$ cat src/rtl/bus_launch_pkg.sv
// Shared types and constants for the bus_launch source-side launcher.
package bus_launch_pkg;
  localparam int CNT_W    = 8;
  localparam int DEF_HOLD = 4;
  localparam int DEF_GAP  = 4;

  typedef enum logic [1:0] {
    ST_IDLE = 2'd0,
    ST_HOLD = 2'd1,
    ST_GAP  = 2'd2
  } state_t;
endpackage

$ cat src/rtl/bus_launch.sv
// Launches one word toward a destination-domain synchronizer: bus_enable high HOLD_CYCLES, low GAP_CYCLES.
// One word per HOLD+GAP+1 cycles; producer backpressure is carried only by in_ready (high in IDLE).
module bus_launch
  import bus_launch_pkg::*;
#(
  parameter int BUS_WIDTH   = 8,
  parameter int HOLD_CYCLES = DEF_HOLD,
  parameter int GAP_CYCLES  = DEF_GAP
) (
  input  logic                 CLK,
  input  logic                 RST,
  input  logic [BUS_WIDTH-1:0] in_data,
  input  logic                 in_valid,
  output logic                 in_ready,
  output logic [BUS_WIDTH-1:0] unsync_bus,
  output logic                 bus_enable,
  output logic                 tx_done
);

  localparam logic [CNT_W-1:0] HOLD_LOAD = CNT_W'(HOLD_CYCLES - 1);
  localparam logic [CNT_W-1:0] GAP_LOAD  = CNT_W'(GAP_CYCLES - 1);

  state_t               state, state_nxt;
  logic [CNT_W-1:0]     cnt, cnt_nxt;
  logic [BUS_WIDTH-1:0] bus_nxt;
  logic                 en_nxt;
  logic                 done_nxt;

  assign in_ready = (state == ST_IDLE);

  always_comb begin
    state_nxt = state;
    cnt_nxt   = cnt;
    bus_nxt   = unsync_bus;
    en_nxt    = bus_enable;
    done_nxt  = 1'b0;
    case (state)
      ST_IDLE: begin
        if (in_valid) begin
          state_nxt = ST_HOLD;
          cnt_nxt   = HOLD_LOAD;
          bus_nxt   = in_data;
          en_nxt    = 1'b1;
        end
      end
      ST_HOLD: begin
        if (cnt == '0) begin
          state_nxt = ST_GAP;
          cnt_nxt   = GAP_LOAD;
          en_nxt    = 1'b0;
        end else begin
          cnt_nxt = cnt - CNT_W'(1);
        end
      end
      ST_GAP: begin
        if (cnt == '0) begin
          state_nxt = ST_IDLE;
          done_nxt  = 1'b1;
        end else begin
          cnt_nxt = cnt - CNT_W'(1);
        end
      end
      default: begin
        // Unused encoding: recover to IDLE with the qualifier dropped.
        state_nxt = ST_IDLE;
        cnt_nxt   = '0;
        en_nxt    = 1'b0;
      end
    endcase
  end

  always_ff @(posedge CLK) begin
    if (!RST) begin
      state      <= ST_IDLE;
      cnt        <= '0;
      unsync_bus <= '0;
      bus_enable <= 1'b0;
      tx_done    <= 1'b0;
    end else begin
      state      <= state_nxt;
      cnt        <= cnt_nxt;
      unsync_bus <= bus_nxt;
      bus_enable <= en_nxt;
      tx_done    <= done_nxt;
    end
  end

endmodule
$ cat config.mk
export PLATFORM = sky130hd
export DESIGN_NAME = bus_launch
export DESIGN_NICKNAME = d
export VERILOG_FILES = /design/src/rtl/bus_launch_pkg.sv /design/src/rtl/bus_launch.sv
export SDC_FILE = /design/constraint.sdc
export NUM_CORES = 1
export LEC_CHECK = 0
export CAP_MARGIN = 10
export CORE_UTILIZATION = 48
export DETAILED_ROUTE_END_ITERATION = 16
export GPL_ROUTABILITY_DRIVEN = 0
export PLACE_DENSITY = 0.86
export SLEW_MARGIN = 25
export SYNTH_ARGS = -nofsm -noshare
export SYNTH_HDL_FRONTEND = slang
export SYNTH_SLANG_ARGS = --single-unit
$ cat constraint.sdc
create_clock -name CLK -period 2.25 [get_ports CLK]
set_input_delay 0.3375 -clock CLK [delete_from_list [all_inputs] [get_ports CLK]]
set_output_delay 0.3375 -clock CLK [all_outputs]
set_load 0.02 [all_outputs]
# Word level (Yosys, flattened, before mapping)
# Cells that the tools add are included.
# word_totals
reg_bits	20
in_bits	11
out_inout_bits	11
# classes
addsub	1
eq_ne	6
muxes	12
bitwise	1
reduce_logical	7
# ops
cell	count
$mux W8	3
$pmux W8 S3	1
$logic_not A8 Y1	1
$ne A2 B2 Y1 const B	4
$sub A8 B1 Y8 const B	1
$mux W2	3
$pmux W2 S3	1
$reduce_and A2 Y1	3
$reduce_and A3 Y1	2
$mux W1	3
$pmux W1 S3	1
$eq A2 B1 Y1 const B	1
$eq A2 B2 Y1 const B	1
$logic_not A2 Y1	1
$not A1 Y1	1

# Longest topological paths before layout
# logic_depth
depth_word	3
depth_mapped	7

# Worst setup path before layout
# No wires, ideal clock.
# synth_timing
kind	register -> register
from	register cnt[0]
to	register cnt[3]
setup_ps	72
arrival_time_ps	1582
t_required_ps	2178
path_slack_ps	596
path_stages_with_launch	7
n_path_buf	0
synth_period_minus_slack_ps	1654
cell_sequence	dfxtp_1 inv_1 ha_1 nor3b_2 a31o_1 or4b_1 a21oi_1
# synth_between
elab_chain_len	3
word_cells_on_any_way	7
# synth_rtl
item	line_no	text
start, declared	bus_launch.sv:24	logic [CNT_W-1:0] cnt, cnt_nxt;
start signal, assigned	bus_launch.sv:81	cnt <= cnt_nxt;
$sub A8 B1 Y8 / $logic_not A8 Y1 (equally long branches)	-	
$mux W8 (tied with other cells)	bus_launch.sv:56	if (cnt == '0) begin
$pmux W8 S3 / $reduce_and A2 Y1 (equally long branches)	-	
# Several ways; a longest one is shown, not always the timed one. The select of a mux whose other input is x is not followed.
# A chain may end at the register's enable or synchronous reset.

# Final worst setup path
# Same ends and word-level chain as after synthesis.

==> summary.txt <==
status = complete, no violations
Die W = 47.09 um
Layout Nets = 151
clk_skew = 6.353 ps
initial antenna violation count = 0
CTS sink cnt = 20
Initial Utilization = 53.61%
row cnt = 15
post-synth net total = 128
leakage power = 0.4803 nW
GRT Util Overall = 22.70%
final setup vio count = 0
top-count cell post-synth = nand2_1
Synth area leaders = dfxtp_1 (41%), nand2_1 (8.5%), a21boi_0 (6.2%), o21ai_0 (4.1%), a21oi_1 (3.6%)
Hold Path End = unsync_bus[0]
overall power = 1.058 mW
Hold Buf Count CTS = 0
root buffer cell = clkbuf_4
ant diodes = 0
worst reg-to-reg setup slack = 240 ps
RSZ-0062 raised after global routing = false
Post-DRT Antenna Nets = 0
port buffer count = 21
slew at the pin closest to its max-slew limit = 562.3 ps
post-layout min period = 2007 ps
worst-skew pair later-pin latency = 300 ps
vias in the first global route = 853
final hold viol count = 0
R2R depth = 6
post_cts resized = 0
H-tree lvl count = 1
Mean Syn Cell Area = 8.486 um2
Syn. warnings = 0
worst relative slew slack = 62.31%
Final Util = 68.04%
sequential area share after synthesis = 41.03%
WS Path Type = reg2reg
worst-path fanout max = 11
total grt overflow = 0
WL/cell = 13.27 um
crit start category = flip-flop
total power per unit cell area = 854.3 nW/um2
Post-synth EDFFs = 0
initial drt markers = 25
Max VDD drop = 0.6116 mV
area grow syn2layout = 26.92%
pin count of the biggest net entering global routing = 15
CP Data Arrival Time = 2240 ps
Post-synth top cells = nand2_1 (22), dfxtp_1 (20), a21boi_0 (8), o21ai_0 (8), a21oi_1 (7)
Syn Inst Count = 115
hpwl dp = 1542 um
DRT Pass-1 Iters = 5
Core Area = 1821 um2
synthesized flop and latch total = 20
share of layout cells above drive strength 1 = 8.029%
clock buffer depth = 2
Max Slew Vio Count = 0
CTS tree = done
Post CTS Setup Buffer Count = 0
Hold Path Origin = unsync_bus[0]
I/O pin cnt = 22
RR Endpoint = cnt[3]
worst hold path class = reg2reg
first-pass GRT wire length = 3567 um
Die ar. = 2217 um2
Tcrit/Tclk final = 89.21%
Hold Path Depth = 2
asr flop ratio synth = 0%
prevailing post-synth register cell = dfxtp_1
via count = 904
Synth top area share = 41.03%
Setup TNS Final = 0 ps
FMAX = 498.2 MHz
average vias per placed instance = 5.580
CP Capture Type = flip-flop
max-cap violations = 0
Inserted Clock Buffers = 3
Fillers = 161
DRC = 0
clock transition at the registers of the reported paths = 110 ps
final wirelength = 2150 um
Yosys top cell by area = dfxtp_1
synthesized cell area = 975.9 um2
library cells used by synthesis = 36
DIE HEIGHT = 47.09 um
RR Startpoint = cnt[0]
Crit path required time = 2480 ps
## layer usage
layer  part of all wire (%)  track usage [%]  wire (um)  up-vias
li1                       -                -          -      457
met1                     46            28.94        981      423
met2                     50            37.50       1073       18
met3                    2.9            3.846         62        6
met4                    1.5            10.29         33        0
met5                      0                0          0        -
## layout make-up
| type | count | area [um2] | share of cell area [%] |
|---|---|---|---|
| multi-input cells | 85 | 526.8 | 42.53 |
| inverters | 5 | 18.77 | 1.515 |
| repair buffers | 23 | 225.2 | 18.18 |
| clock buffers | 4 | 36.28 | 2.929 |
| flip-flops and latches | 20 | 400.4 | 32.32 |
| well taps | 25 | 31.28 | 2.525 |
## placed cells by master (no fill, tap or decap)
| master | instances |
|---|---|
| a21boi_0 | 8 |
| a21oi_1 | 7 |
| a221oi_1 | 1 |
| a2bb2oi_1 | 1 |
| a311oi_1 | 1 |
| a31o_1 | 1 |
| and2_1 | 1 |
| and2_4 | 1 |
| and3_1 | 1 |
| buf_4 | 2 |
| clkbuf_4 | 3 |
| clkbuf_8 | 1 |
| clkdlybuf4s50_1 | 21 |
| dfxtp_1 | 20 |
| ha_1 | 2 |
| inv_1 | 5 |
| nand2_1 | 22 |
| nand2b_1 | 1 |
| nand3_1 | 3 |
| nand3b_1 | 1 |
| nor2_1 | 4 |
| nor2b_1 | 1 |
| nor3_1 | 3 |
| nor3_2 | 1 |
| nor3b_2 | 1 |
| nor4_4 | 1 |
| o211a_1 | 1 |
| o211ai_1 | 1 |
| o21a_1 | 2 |
| o21ai_0 | 8 |
| o22ai_1 | 1 |
| o2bb2ai_1 | 1 |
| o41ai_1 | 2 |
| or3_1 | 3 |
| or3_2 | 1 |
| or4b_1 | 1 |
| xnor2_1 | 2 |
## worst max-delay path: stages (launching register included)
cell and delay, ps:
dfxtp_1 410, inv_1 120, ha_1 210, nor3b_2 190, a31o_1 320, or4b_1 500
a21oi_1 180
## registers in the layout, indices dropped and copies added (netlist names)
| signal | count |
|---|---|
| tx_done | 1 |
| unsync_bus | 8 |
| state | 2 |
| bus_enable | 1 |
| cnt | 8 |
## power breakdown
group          switching, mW  total [mW]  internal [mW]
Clock                  0.109       0.207         0.0988
Combinational          0.209       0.393          0.184
Sequential            0.0571       0.458          0.401
## worst max path at each step
stage,startpoint,to,depth (start not counted)
after global routing,cnt[0],cnt[3],6
after detailed placement,in_valid,cnt[3],5
after global placement,in_valid,cnt[3],5
after floorplan,cnt[0],cnt[3],6
after CTS,cnt[0],cnt[3],6
final,cnt[0],cnt[3],6
## stage by stage
stage | std cells | area, um2 | worst slack, ps | hold WS (ps)
after CTS | 162 | 1239 | 278.1 | 475.9
after global placement | 158 | 1202 | 303.1 | 449.0
final | 162 | 1239 | 242.8 | 472.6
after floorplan | 115 | 975.9 | 596.0 | 476.6
after global routing | 162 | 1239 | 201.8 | 493.5
after detailed placement | 158 | 1202 | 246.0 | 461.3
## logic make-up after synthesis
group / count (synthesis) / share of synthesized area (%)
flip-flops: 20 / 41.03
AND/OR/NAND/NOR: 46 / 25.51
AO/OA/AOI/OAI: 35 / 24.10
adder cells (fa/ha/maj): 2 / 2.564
XOR/XNOR: 2 / 1.795
buffers and inverters: 10 / 5.000
No activity file was read; power rests on OpenSTA's default activity.
